## src/rtl/sb_pkg.sv

```systemverilog
// Shared types and defaults for the pipeline register scoreboard.
// Forwarding logic elsewhere is enabled by defining PIPE_SCOREBOARD_FWD_EN.
package sb_pkg;

  typedef enum logic [1:0] {
    FWD_RF  = 2'd0,
    FWD_MEM = 2'd1,
    FWD_WB  = 2'd2
  } fwd_sel_e;

  localparam int unsigned SB_DEF_NUM_REGS = 32;
  localparam int unsigned SB_DEF_AW       = 5;
  localparam int unsigned SB_DEF_NUM_RS   = 2;
  localparam int unsigned SB_DEF_DEPTH    = 3;

  // Counter must hold DEPTH itself, so the width covers DEPTH+1 values.
  function automatic int unsigned sb_cnt_w(input int unsigned depth);
    return $clog2(depth + 1);
  endfunction

endpackage

```

## src/rtl/pipe_scoreboard_if.sv

```systemverilog
// ID-stage <-> scoreboard signal bundle. The master side is the ID stage,
// the slave side is the scoreboard. Identical in both PIPE_SCOREBOARD_FWD_EN builds.
interface pipe_scoreboard_if #(
  parameter int unsigned NUM_REGS = 32,
  parameter int unsigned AW       = 5,
  parameter int unsigned NUM_RS   = 2
);

  logic                   i_issue_vld;
  logic                   i_issue_rd_wren;
  logic                   i_issue_is_load;
  logic [AW-1:0]          i_issue_rd;
  logic [NUM_RS*AW-1:0]   i_rs_addr;
  logic [NUM_RS-1:0]      i_rs_used;
  logic                   i_flush;

  logic                   o_stall;
  logic [NUM_RS*2-1:0]    o_fwd_sel;
  logic [NUM_REGS-1:0]    o_busy_vec;
  logic [31:0]            o_stall_cnt;

  modport master (
    output i_issue_vld, i_issue_rd_wren, i_issue_is_load, i_issue_rd,
           i_rs_addr, i_rs_used, i_flush,
    input  o_stall, o_fwd_sel, o_busy_vec, o_stall_cnt
  );

  modport slave (
    input  i_issue_vld, i_issue_rd_wren, i_issue_is_load, i_issue_rd,
           i_rs_addr, i_rs_used, i_flush,
    output o_stall, o_fwd_sel, o_busy_vec, o_stall_cnt
  );

endinterface

```

## src/rtl/sb_entry.sv

```systemverilog
// One scoreboard entry: countdown of stages until the producer retires.
// With PIPE_SCOREBOARD_FWD_EN it also remembers whether the producer is a load.
module sb_entry
  import sb_pkg::*;
#(
  parameter int unsigned DEPTH = SB_DEF_DEPTH,
  parameter int unsigned CNT_W = sb_cnt_w(DEPTH)
) (
  input  logic             clk,
  input  logic             rst_n,
  input  logic             issue,
  output logic [CNT_W-1:0] cnt
`ifdef PIPE_SCOREBOARD_FWD_EN
  ,
  input  logic             is_load,
  output logic             ld
`endif
);

  // NOTE: reset is sampled on the clock edge (synchronous), so it sits inside
  // the edge-triggered block rather than in the sensitivity list.
  always_ff @(posedge clk) begin
    // NOTE: state flops use non-blocking assignments so every entry samples
    // pre-edge values regardless of evaluation order.
    if (!rst_n) begin
      cnt <= '0;
    end else if (issue) begin
      cnt <= CNT_W'(DEPTH);
    end else if (cnt != '0) begin
      cnt <= cnt - 1'b1;
    end
  end

`ifdef PIPE_SCOREBOARD_FWD_EN
  always_ff @(posedge clk) begin
    if (!rst_n) begin
      ld <= 1'b0;
    end else if (issue) begin
      ld <= is_load;
    end
  end
`endif

endmodule

```

## src/rtl/pipe_scoreboard.sv

```systemverilog
// In-order pipeline register scoreboard: ID-stage stall and optional operand
// forwarding selects. Define PIPE_SCOREBOARD_FWD_EN to enable forwarding mode.
module pipe_scoreboard
  import sb_pkg::*;
#(
  parameter int unsigned NUM_REGS = SB_DEF_NUM_REGS,
  parameter int unsigned AW       = SB_DEF_AW,
  parameter int unsigned NUM_RS   = SB_DEF_NUM_RS,
  parameter int unsigned DEPTH    = SB_DEF_DEPTH
) (
  input  logic               i_clk,
  input  logic               i_rst_n,
  pipe_scoreboard_if.slave   sb
);

  localparam int unsigned CNT_W = sb_cnt_w(DEPTH);

  logic [CNT_W-1:0]      cnt    [1:NUM_REGS-1];
  logic [NUM_REGS-1:0]   busy;
  logic [CNT_W-1:0]      rs_cnt [NUM_RS];
  logic [NUM_RS-1:0]     hit;
  logic [NUM_RS-1:0]     op_stall;
  logic [NUM_RS*2-1:0]   fwd_sel;
  logic                  stall;
  logic                  issue;
  logic [31:0]           stall_cnt;

`ifdef PIPE_SCOREBOARD_FWD_EN
  localparam logic [CNT_W-1:0] CNT_MEM = CNT_W'(DEPTH);
  localparam logic [CNT_W-1:0] CNT_WB  = CNT_W'(DEPTH - 1);

  logic [NUM_REGS-1:1]   ld;
  logic [NUM_RS-1:0]     rs_ld;
`else
  logic unused_is_load;
  assign unused_is_load = sb.i_issue_is_load;
`endif

  // Flush and our own stall both squash the reservation; x0 is never reserved.
  assign issue = sb.i_issue_vld && sb.i_issue_rd_wren && (sb.i_issue_rd != '0)
              && !stall && !sb.i_flush;

  for (genvar r = 1; r < NUM_REGS; r++) begin : g_entry
    sb_entry #(
      .DEPTH (DEPTH),
      .CNT_W (CNT_W)
    ) u_entry (
      .clk     (i_clk),
      .rst_n   (i_rst_n),
      .issue   (issue && (sb.i_issue_rd == AW'(r))),
      .cnt     (cnt[r])
`ifdef PIPE_SCOREBOARD_FWD_EN
      ,
      .is_load (sb.i_issue_is_load),
      .ld      (ld[r])
`endif
    );
  end

  always_comb begin
    busy[0] = 1'b0;
    for (int r = 1; r < NUM_REGS; r++) begin
      busy[r] = (cnt[r] != '0);
    end
  end

  // Lookup sees pre-edge state only, so an instruction never hazards on itself.
  always_comb begin
    for (int k = 0; k < NUM_RS; k++) begin
      // NOTE: every combinational output gets a default before the loop body
      // so no path leaves it unassigned and no latch is inferred.
      rs_cnt[k] = '0;
`ifdef PIPE_SCOREBOARD_FWD_EN
      rs_ld[k]  = 1'b0;
`endif
      for (int r = 1; r < NUM_REGS; r++) begin
        if (sb.i_rs_addr[k*AW +: AW] == AW'(r)) begin
          rs_cnt[k] = cnt[r];
`ifdef PIPE_SCOREBOARD_FWD_EN
          rs_ld[k]  = ld[r];
`endif
        end
      end
      hit[k] = sb.i_rs_used[k] && (rs_cnt[k] != '0);
    end
  end

  always_comb begin
    fwd_sel  = '0;
    op_stall = '0;
    for (int k = 0; k < NUM_RS; k++) begin
`ifdef PIPE_SCOREBOARD_FWD_EN
      if (hit[k]) begin
        if (rs_cnt[k] == CNT_MEM) begin
          // A load's data is not available until it reaches WB.
          if (rs_ld[k]) op_stall[k] = 1'b1;
          else          fwd_sel[k*2 +: 2] = FWD_MEM;
        end else if (rs_cnt[k] == CNT_WB) begin
          fwd_sel[k*2 +: 2] = FWD_WB;
        end else begin
          // Register file has no write-through: wait until the entry clears.
          op_stall[k] = 1'b1;
        end
      end
`else
      op_stall[k] = hit[k];
`endif
    end
  end

  assign stall = sb.i_issue_vld && (|op_stall);

  always_ff @(posedge i_clk) begin
    if (!i_rst_n) begin
      stall_cnt <= '0;
    end else if (stall && !sb.i_flush && (stall_cnt != '1)) begin
      stall_cnt <= stall_cnt + 1'b1;
    end
  end

  assign sb.o_stall     = stall;
  assign sb.o_fwd_sel   = fwd_sel;
  assign sb.o_busy_vec  = busy;
  assign sb.o_stall_cnt = stall_cnt;

endmodule

```

## src/flat_wrapper.sv

```systemverilog
// flat-port wrapper written by rule: the top's interface ports become plain ports
module pipe_scoreboard_flat import sb_pkg::*;
#(
  parameter int unsigned NUM_REGS = SB_DEF_NUM_REGS,
  parameter int unsigned AW       = SB_DEF_AW,
  parameter int unsigned NUM_RS   = SB_DEF_NUM_RS,
  parameter int unsigned DEPTH    = SB_DEF_DEPTH
)
  (i_clk, i_rst_n, sb_i_issue_vld, sb_i_issue_rd_wren, sb_i_issue_is_load, sb_i_issue_rd, sb_i_rs_addr, sb_i_rs_used, sb_i_flush, sb_o_stall, sb_o_fwd_sel, sb_o_busy_vec, sb_o_stall_cnt);
  pipe_scoreboard_if #(.NUM_REGS(NUM_REGS), .AW(AW), .NUM_RS(NUM_RS)) sb_i ();
  input  logic i_clk;
  input  logic i_rst_n;
  input wire logic [$bits(sb_i.i_issue_vld)-1:0] sb_i_issue_vld;
  input wire logic [$bits(sb_i.i_issue_rd_wren)-1:0] sb_i_issue_rd_wren;
  input wire logic [$bits(sb_i.i_issue_is_load)-1:0] sb_i_issue_is_load;
  input wire logic [$bits(sb_i.i_issue_rd)-1:0] sb_i_issue_rd;
  input wire logic [$bits(sb_i.i_rs_addr)-1:0] sb_i_rs_addr;
  input wire logic [$bits(sb_i.i_rs_used)-1:0] sb_i_rs_used;
  input wire logic [$bits(sb_i.i_flush)-1:0] sb_i_flush;
  output wire logic [$bits(sb_i.o_stall)-1:0] sb_o_stall;
  output wire logic [$bits(sb_i.o_fwd_sel)-1:0] sb_o_fwd_sel;
  output wire logic [$bits(sb_i.o_busy_vec)-1:0] sb_o_busy_vec;
  output wire logic [$bits(sb_i.o_stall_cnt)-1:0] sb_o_stall_cnt;
  assign sb_i.i_issue_vld = sb_i_issue_vld;
  assign sb_i.i_issue_rd_wren = sb_i_issue_rd_wren;
  assign sb_i.i_issue_is_load = sb_i_issue_is_load;
  assign sb_i.i_issue_rd = sb_i_issue_rd;
  assign sb_i.i_rs_addr = sb_i_rs_addr;
  assign sb_i.i_rs_used = sb_i_rs_used;
  assign sb_i.i_flush = sb_i_flush;
  assign sb_o_stall = sb_i.o_stall;
  assign sb_o_fwd_sel = sb_i.o_fwd_sel;
  assign sb_o_busy_vec = sb_i.o_busy_vec;
  assign sb_o_stall_cnt = sb_i.o_stall_cnt;
  pipe_scoreboard #(.NUM_REGS(NUM_REGS), .AW(AW), .NUM_RS(NUM_RS), .DEPTH(DEPTH)) u_core (.i_clk(i_clk), .i_rst_n(i_rst_n), .sb(sb_i));
endmodule
```

## config.mk

```make
export PLATFORM = sky130hd
export DESIGN_NAME = pipe_scoreboard_flat
export DESIGN_NICKNAME = d
export VERILOG_FILES = /design/src/rtl/sb_pkg.sv /design/src/rtl/pipe_scoreboard_if.sv /design/src/rtl/sb_entry.sv /design/src/rtl/pipe_scoreboard.sv /design/src/flat_wrapper.sv
export SDC_FILE = /design/constraint.sdc
export NUM_CORES = 1
export LEC_CHECK = 0
export BUFFER_PORTS_ARGS = -buffer_cell sky130_fd_sc_hd__buf_4
export CORE_UTILIZATION = 30
export CTS_CLUSTER_DIAMETER = 200
export CTS_CLUSTER_SIZE = 40
export DETAILED_ROUTE_END_ITERATION = 8
export HOLD_SLACK_MARGIN = 0.15
export PLACE_DENSITY_LB_ADDON = 0.1
export SYNTH_ARGS = -nofsm -noshare
export SYNTH_HDL_FRONTEND = slang
export SYNTH_SLANG_ARGS = --single-unit
```

## constraint.sdc

```tcl
create_clock -name i_clk -period 4.25 [get_ports i_clk]
set_clock_uncertainty 0.15 [all_clocks]
set_input_delay 0.85 -clock i_clk [delete_from_list [all_inputs] [get_ports i_clk]]
set_output_delay 0.85 -clock i_clk [all_outputs]
set_load 0.02 [all_outputs]
```

==> results.py, run 1 <==
metrics = {
    "global_route": {
        "grt_usage_pct": 19.8,
        "grt_pass1_wl_mm": 36.7,
        "grt_max_degree": 38,
        "antenna_found_initial": 0,
        "grt-ovfl-total": 0,
        "grt_pass1_vias": 6334,
    },
    "worst_setup_path": {
        "cp_max_fo": 7,
        "end_kind": "primary output",
        "path_class": "in -> out",
        "ff2ff_setup_slack_ps": 760,
        "startpoint": "sb_i_rs_addr[2]",
        "critPathArrivalTime_ps": 3090,
        "cp-start-kind": "input port",
        "r2r-start": "u_core.g_entry[11].u_entry.cnt[0]$_SDFFE_PN0P_",
        "cp.required_ps": 3250,
    },
    "route": {
        "drtIter0Drc": 465,
        "drcViolationCount": 0,
        "wl_per_cell_um": 18.2,
        "avgViaCountPerCell": 5.34,
        "postRouteAntennaNets": 0,
        "dr.pass1.iters": 5,
        "vias": 6878,
        "routed_wl_mm": 23.5,
    },
    "timing": {
        "rsz0062_at_grt": "no",
        "final.min_clock_period_ps": 4090,
        "report.final.slew_viol_count": 0,
        "worstMarginPinSlew_ps": 949,
        "setup_violations": 0,
        "period_share_pct": 96.2,
        "setup_ws_ps": 161,
        "hold_viol_final": 0,
        "slew-limit-headroom_pct": 36.7,
        "tns_ps": 0,
        "fmax_ghz": 0.245,
    },
    "cells_and_area": {
        "layout_common_cells": "buf_4, inv_1, nand2_1, dfxtp_1, o21ai_0",
        "fin_cells": 1287,
        "fin_nets": 1024,
        "final_layout_size_suffix_gt1_share_pct": 14.9,
        "fin_util_pct": 36.3,
        "final_common_cell": "buf_4",
        "synthToLayoutAreaGrowth_pct": 17.7,
        "antenna-diode-count": 0,
    },
    "cts": {
        "cts_resized": 0,
        "cts.sinks": 94,
        "clk_path_buf_depth": 2,
        "cts_setup_buffers": 0,
        "tritoncts": "built",
        "cts_inserted_buffers": 9,
        "hold_buffers": 0,
        "path_clk_slew_ps": 70,
        "htree_levels": 3,
        "clk_latency_ps": 350,
        "cts_root_buf": "clkbuf_16",
    },
    "synth": {
        "async_flop_share_pct": 0,
        "yosysTopAreaCellShare_pct": 26.8,
        "yosysTopAreaCell": "dfxtp_1",
        "synth_ff_type": "dfxtp_1",
        "ys_seq_elements": 94,
        "syn_avg_cell_area_um2": 7.66,
        "synth_cell_types": 73,
        "synth_edf_count": 0,
        "netlist_area_um2": 7030,
        "yosysSeqAreaShare_pct": 26.8,
        "synth_warnings": 0,
        "synth_area_leaders": "dfxtp_1, ha_1, inv_1",
        "postSynthCellCount": 917,
    },
    "power": {
        "leakage_nw": 3.24,
        "ir_drop_uv": 411,
        "power_mw": 4.74,
        "power.density_nw_per_um2": 573,
    },
    "place": {
        "io_buffers": 85,
        "numPlacedInstances": 1271,
        "dp_slack_ps": 129,
        "gp_congestion": 0.879,
        "dp.final_hpwl_mm": 17.4,
    },
    "floorplan": {
        "core_um2": 22800,
        "die_x_um": 155,
        "dieArea_um2": 24000,
        "ios": 92,
        "dieHeight_um": 155,
        "row_count": 55,
        "start_util_pct": 30.9,
    },
    "min_path": {
        "min_from": "u_core.sb.o_stall_cnt[31]$_SDFFE_PN0P_",
        "min_path_type": "reg -> reg",
    },
    "outcome": {
        "status": "finished clean",
    },
    "run": {
        "cap_violations": 0,
    },
}
## area by class of cell
class                      count  area, um2
clock buffer                  10        229
clock inverter                 6       91.3
fill                        2448      14500
inverter                     102        383
multi-input combinational    652       4410
sequential                    94       1880
tap                          313        392
timing repair buffer         110        888
## registers in the layout (all words and copies together) (netlist names)
register and cells:
u_core.sb.o_stall_cnt 32, u_core.g_entry.u_entry.cnt 62
## worst max-delay path, cell delays in order
cell,delay [ps]
buf_4,130
buf_4,150
or3b_1,440
o311ai_0,480
a311oi_1,160
a221oi_1,290
and4_2,360
nor2b_1,60
buf_4,150
## power breakdown
| part | internal, mW | switching (mW) | leakage, nW |
|---|---|---|---|
| Combinational | 1.01 | 1.37 | 2.31 |
| Sequential | 1.14 | 0.325 | 0.770 |
| Clock | 0.521 | 0.374 | 0.157 |
| Total | 2.67 | 2.07 | 3.24 |
## metal layers
| metal | routed length [um] | up-vias | track usage (%) | part of all wire, % |
|---|---|---|---|---|
| met3 | 782 | 24 | 2.56 | 3.3 |
| met2 | 10600 | 164 | 31.2 | 45 |
| li1 | - | 3424 | - | - |
| met5 | 0 | - | 0 | 0 |
| met1 | 11600 | 3266 | 27.8 | 49 |
| met4 | 437 | 0 | 5.89 | 1.9 |
## Yosys cell counts (all sizes together), types with 22 or more instances
master	n
buf	40
nand3	22
nand2	96
o32ai	34
nand2b	28
ha	32
clkbuf	33
dfxtp	94
nor2	26
o31ai	47
xor2	31
o21ai	66
mux2i	23
inv	101
a21oi	43
## cell families (layout without fill, tap and decap cells)
kind of cell / Yosys count / in the layout / share of synthesized area (%)
fa+ha+maj: 32 / 32 / 5.70
other cells: 1 / 5 / 0.0534
simple gates: 295 / 295 / 22.9
flops: 94 / 94 / 26.8
xor+xnor: 31 / 31 / 3.86
mux: 25 / 25 / 3.76
buf+inv: 175 / 228 / 10.8
compound gates: 264 / 264 / 26.2
## through the flow
step | area (um2) | hold slack [ps]
3_3_place_gp | 7950 | 340
6_report | 8270 | 345
4_1_cts | 8270 | 351
3_5_place_dp | 7950 | 340
2_1_floorplan | 7040 | 370
5_1_grt | 8270 | 371
## path summary, 6_finish.rpt
| kind | depth (start not counted) | endpoint |
|---|---|---|
| hold / removal | 2 | u_core.sb.o_stall_cnt[31]$_SDFFE_PN0P_ |
| hold reg to reg | 2 | u_core.sb.o_stall_cnt[31]$_SDFFE_PN0P_ |
| setup reg to reg | 11 | u_core.g_entry[6].u_entry.cnt[0]$_SDFFE_PN0P_ |
| setup / recovery | 9 | sb_o_stall |
No activity file was read; power rests on OpenSTA's default activity.
==> run 2: changes to the inputs <==
==> constraint.sdc (replaced) <==
create_clock -name i_clk -period 4.1 [get_ports i_clk]
set_clock_uncertainty 0.15 [all_clocks]
set_input_delay 0.82 -clock i_clk [delete_from_list [all_inputs] [get_ports i_clk]]
set_output_delay 0.82 -clock i_clk [all_outputs]
set_load 0.02 [all_outputs]
==> run 2 against run 1 <==
  * Highest routed layer unchanged
  * Combinational power increased by 3%
  * Global-route usage increased by 0.056 points
  * Non-clock buffer count is 9 higher
  * Critical path depth grew 2
  * Power increased by 1.9%
  * Critical path type unchanged
==> results.py, run 2 (synthesis results as in run 1) <==
metrics = {
    "outcome": {
        "status": "finished clean",
    },
    "route": {
        "avgViaCountPerCell": 5.32,
        "postRouteAntennaNets": 0,
        "vias": 6889,
        "wl_met2_mm": 10.5,
        "routed_wl_mm": 23.6,
        "top_layer": "met4",
        "drt-met1-wl_mm": 11.6,
        "drtIter0Drc": 531,
        "wl_met3_um": 953,
        "drcViolationCount": 0,
        "dr.pass1.iters": 5,
        "wl_per_cell_um": 18.2,
    },
    "worst_setup_path": {
        "cp_max_fo": 13,
        "cp_slowest_stage_delay_ps": 400,
        "cp-start-kind": "input port",
        "critPathArrivalTime_ps": 3010,
        "cp_slowest_cell": "o31ai_1",
        "critPathBufInv": 4,
        "end_kind": "primary output",
        "cp.required_ps": 3130,
        "worstPathCellList": "buf_4 -> buf_4 -> nor4b_2 -> buf_4 -> a21boi_0 -> a211oi_1 -> o31ai_1 -> a221oi_1 -> and4_2 -> nor2b_1 -> buf_4",
        "cp_top_family": "simple AND/OR/NAND/NOR gates",
        "path_class": "in -> out",
        "critPathMostFrequentCell": "buf_4",
    },
    "cts": {
        "hold_buffers": 0,
        "htree_levels": 3,
        "cts_root_buf": "clkbuf_16",
        "path_clk_slew_ps": 80,
        "clk_path_buf_depth": 2,
        "cts.sinks": 94,
        "cts_inserted_buffers": 9,
        "clk_latency_ps": 360,
        "tritoncts": "built",
    },
    "global_route": {
        "grt_pass1_wl_mm": 37.0,
        "grt_max_degree": 49,
        "antenna_found_initial": 0,
        "grt-ovfl-total": 0,
        "grt_pass1_vias": 6383,
        "grt_usage_pct": 19.8,
    },
    "place": {
        "dp.final_hpwl_mm": 17.5,
        "io_buffers": 85,
        "numPlacedInstances": 1280,
        "gp_congestion": 0.905,
    },
    "power": {
        "leakage_nw": 3.26,
        "power.density_nw_per_um2": 584,
        "ir_drop_uv": 308,
    },
    "run": {
        "cap_violations": 0,
    },
    "floorplan": {
        "die_x_um": 155,
        "ios": 92,
        "row_count": 55,
        "start_util_pct": 30.9,
        "core_um2": 22800,
        "dieArea_um2": 24000,
        "dieHeight_um": 155,
    },
    "timing": {
        "slew-limit-headroom_pct": 36.3,
        "final.min_clock_period_ps": 3980,
        "rsz0062_at_grt": "no",
        "hold_viol_final": 0,
        "hold_slack_ps": 347,
        "setup_violations": 0,
        "tns_ps": 0,
        "period_share_pct": 97.0,
        "fmax_ghz": 0.252,
        "worstMarginPinSlew_ps": 955,
        "report.final.slew_viol_count": 0,
    },
    "cells_and_area": {
        "fill_cells": 2453,
        "layout_common_cells": "buf_4, inv_1, nand2_1, dfxtp_1, o21ai_0",
        "synthToLayoutAreaGrowth_pct": 17.9,
        "largest_reg_flops": 62,
        "antenna-diode-count": 0,
        "fin_cells": 1296,
        "largest_register": "u_core.g_entry.u_entry.cnt",
        "fin_nets": 1033,
        "final_layout_size_suffix_gt1_share_pct": 16.1,
        "final_common_cell": "buf_4",
    },
    "min_path": {
        "min_path_type": "reg -> reg",
    },
}
==> run 2: final cells by class <==
| class | instances | area [um2] | share of cell area, % |
|---|---|---|---|
| multi-input combinational | 652 | 4420 | 53.4 |
| sequential | 94 | 1880 | 22.7 |
| timing repair buffer | 119 | 918 | 11.1 |
| tap | 313 | 392 | 4.73 |
| inverter | 102 | 383 | 4.62 |
| clock buffer | 9 | 225 | 2.72 |
| clock inverter | 7 | 62.6 | 0.755 |
==> run 2: final timing paths <==
kind / start / to / slack [ps] / cells past startpoint
setup reg to reg: u_core.g_entry[11].u_entry.cnt[0]$_SDFFE_PN0P_ / u_core.g_entry[29].u_entry.cnt[0]$_SDFFE_PN0P_ / 660 / 10
hold reg to reg: u_core.sb.o_stall_cnt[31]$_SDFFE_PN0P_ / u_core.sb.o_stall_cnt[31]$_SDFFE_PN0P_ / 350 / 2
hold / removal: u_core.sb.o_stall_cnt[31]$_SDFFE_PN0P_ / u_core.sb.o_stall_cnt[31]$_SDFFE_PN0P_ / 350 / 2
setup / recovery: sb_i_rs_addr[0] / sb_o_stall / 120 / 11
==> run 2: metrics by stage <==
| step | power [mW] | utilization [%] | setup WS [ps] | area, um2 |
|---|---|---|---|---|
| floorplan | 3.17 | - | 158 | 7040 |
| global placement | 4.00 | 35.0 | 20.1 | 7980 |
| detailed placement | 4.01 | 35.0 | 5.67 | 7980 |
| CTS | 4.90 | 36.3 | 59.1 | 8270 |
| global route | 5.24 | 36.4 | 22.6 | 8280 |
| finish | 4.83 | 36.4 | 124 | 8280 |
==> run 2: where the power goes <==
group | leakage, nW | internal [mW] | switching [mW]
clock network | 0.144 | 0.427 | 0.433
logic | 2.34 | 1.06 | 1.41
registers | 0.770 | 1.18 | 0.333
total | 3.26 | 2.66 | 2.17
==> run 2: metal layers <==
metal	vias to the layer above	track usage [%]
met5	-	0
met2	182	31.1
met3	27	2.79
met4	0	5.80
met1	3241	28.0
li1	3439	-
==> run 2: what timing repair did <==
item | CTS | global route
resized for setup | 0 | 4
buffers inserted | 0 | 0
setup endpoints to repair | 0 | 1
==> run 2: tightest hold or removal path, cell delays in order, from the launching register on <==
cell and delay (ps):
dfxtp_1 330, o31ai_1 70, a21oi_1 50
==> run 3: changes to the inputs <==
--- a/config.mk
+++ b/config.mk
@@ -12,6 +12,7 @@
 export DETAILED_ROUTE_END_ITERATION = 8
 export HOLD_SLACK_MARGIN = 0.15
 export PLACE_DENSITY_LB_ADDON = 0.1
+export RECOVER_POWER = 50
 export SYNTH_ARGS = -nofsm -noshare
 export SYNTH_HDL_FRONTEND = slang
 export SYNTH_SLANG_ARGS = --single-unit
==> run 3 against run 2 <==
  * Fmax about the same
  * Combinational power down 7%
  * First-iteration DRC count up 6.6%
  * Non-clock buffer count unchanged
  * Routed wire length about the same
  * Sequential power about the same
  * Critical endpoint unchanged
  * Largest cell class unchanged
  * Largest power group unchanged
==> results.py, run 3 (synthesis results as in run 1) <==
metrics = {
    "worst_setup_path": {
        "critPathMostFrequentCell": "buf_4",
        "cp_max_fo": 13,
        "end_kind": "primary output",
        "critPathArrivalTime_ps": 3010,
        "ff2ff_setup_slack_ps": 640,
        "cp.required_ps": 3130,
        "cp_slowest_stage_delay_ps": 390,
        "path_class": "in -> out",
        "cp-start-kind": "input port",
        "worstPathCellList": "buf_4 -> buf_4 -> nor4b_2 -> buf_4 -> a21boi_0 -> a211oi_1 -> o31ai_1 -> a221oi_1 -> and4_2 -> nor2b_1 -> buf_4",
        "cp_slowest_cell": "o31ai_1",
    },
    "power": {
        "power_mw": 4.65,
        "leakage_nw": 2.99,
        "power.density_nw_per_um2": 579,
        "ir_drop_uv": 283,
    },
    "cts": {
        "path_clk_slew_ps": 80,
        "cts_root_buf": "clkbuf_16",
        "tritoncts": "built",
        "cts_inserted_buffers": 9,
        "htree_levels": 3,
        "cts_setup_buffers": 0,
        "clk_path_buf_depth": 2,
        "clk_latency_ps": 360,
        "cts.sinks": 94,
    },
    "global_route": {
        "grt_pass1_wl_mm": 37.0,
        "grt_pass1_vias": 6383,
        "grt-ovfl-total": 0,
        "grt_usage_pct": 19.8,
        "grt_max_degree": 49,
        "antenna_found_initial": 0,
    },
    "route": {
        "vias": 6880,
        "postRouteAntennaNets": 0,
        "wl_per_cell_um": 18.2,
        "avgViaCountPerCell": 5.31,
        "routed_wl_mm": 23.5,
        "drtIter0Drc": 566,
        "drcViolationCount": 0,
        "dr.pass1.iters": 5,
    },
    "floorplan": {
        "dieHeight_um": 155,
        "core_um2": 22800,
        "row_count": 55,
        "start_util_pct": 30.9,
        "ios": 92,
        "die_x_um": 155,
        "dieArea_um2": 24000,
    },
    "cells_and_area": {
        "largest_register": "u_core.g_entry.u_entry.cnt",
        "layout_common_cells": "inv_1, nand2_1, dfxtp_1, o21ai_0, clkbuf_1",
        "final_layout_size_suffix_gt1_share_pct": 9.46,
        "fin_nets": 1033,
        "multiInputGateArea_um2": 4420,
        "synthToLayoutAreaGrowth_pct": 14.4,
        "largest_reg_flops": 62,
        "fill_cells": 2502,
        "register_area_um2": 1880,
        "antenna-diode-count": 0,
        "final_common_cell": "inv_1",
    },
    "timing": {
        "setup_violations": 0,
        "worstMarginPinSlew_ps": 956,
        "slew-limit-headroom_pct": 36.3,
        "report.final.slew_viol_count": 0,
        "period_share_pct": 97.0,
        "final.min_clock_period_ps": 3980,
        "tns_ps": 0,
        "rsz0062_at_grt": "no",
        "fmax_ghz": 0.252,
        "hold_viol_final": 0,
    },
    "outcome": {
        "status": "finished clean",
    },
    "run": {
        "cap_violations": 0,
    },
    "place": {
        "dp.final_hpwl_mm": 17.5,
        "gp_congestion": 0.905,
        "io_buffers": 85,
    },
    "min_path": {
        "min_path_type": "reg -> reg",
    },
}
[run 3: cell types whose count changed in the layout (fill, tap and decap cells not counted)]
cell | before | now
buf_4 | 117 | 52
clkbuf_1 | 0 | 65
[run 3: worst paths after layout]
path | from | endpoint | cells past startpoint
setup reg to reg | u_core.g_entry[11].u_entry.cnt[0]$_SDFFE_PN0P_ | u_core.g_entry[26].u_entry.cnt[0]$_SDFFE_PN0P_ | 10
hold reg to reg | u_core.sb.o_stall_cnt[31]$_SDFFE_PN0P_ | u_core.sb.o_stall_cnt[31]$_SDFFE_PN0P_ | 2
hold / removal | u_core.sb.o_stall_cnt[31]$_SDFFE_PN0P_ | u_core.sb.o_stall_cnt[31]$_SDFFE_PN0P_ | 2
setup / recovery | sb_i_rs_addr[0] | sb_o_stall | 11
[run 3: metal layers]
layer / wire length (um) / GRT usage [%] / vias to the layer above
met5: 0 / 0 / -
met4: 455 / 5.80 / 0
met3: 1120 / 2.79 / 23
met2: 10500 / 31.1 / 188
met1: 11400 / 28.0 / 3232
li1: - / - / 3437
[run 3: through the flow]
| stage | setup slack (ps) | area [um2] | utilization (%) | std cells | hold WS [ps] |
|---|---|---|---|---|---|
| 6_report | 124 | 8040 | 35.3 | 1296 | 344 |
| 5_1_grt | 22.6 | 8040 | 35.3 | 1296 | 374 |
| 4_1_cts | 59.1 | 8270 | 36.3 | 1296 | 353 |
| 3_5_place_dp | 5.67 | 7980 | 35.0 | 1280 | 342 |
| 3_3_place_gp | 20.1 | 7980 | 35.0 | 1280 | 341 |
| 2_1_floorplan | 158 | 7040 | - | 921 | 370 |
[run 3: layout make-up]
class                           instances  share of cell area, %
Inverter                              102                   4.76
Clock buffer                            9                   2.80
Sequential cell                        94                   23.4
Clock inverter                          7                  0.778
Tap cell                              313                   4.87
Timing Repair Buffer                  119                   8.39
Multi-Input combinational cell        652                   55.0
[run 3: critical path, delay by kind of cell]
kind / cells / cell delay, ps
buffers and inverters: 4 / 660
AOI/OAI and AO/OA: 4 / 750
and+or+nand+nor: 3 / 780
[run 3: repair_timing]
item	in CTS	in global routing
gates resized for setup	0	4
endpoints found under the setup margin	0	1
hold buffers	0	0
[run 3: where the power goes]
group          leakage, nW  switching [mW]  internal [mW]
combinational         2.08            1.40          0.881
clock                0.144           0.432          0.427
sequential           0.770           0.334           1.18
total                 2.99            2.17           2.49
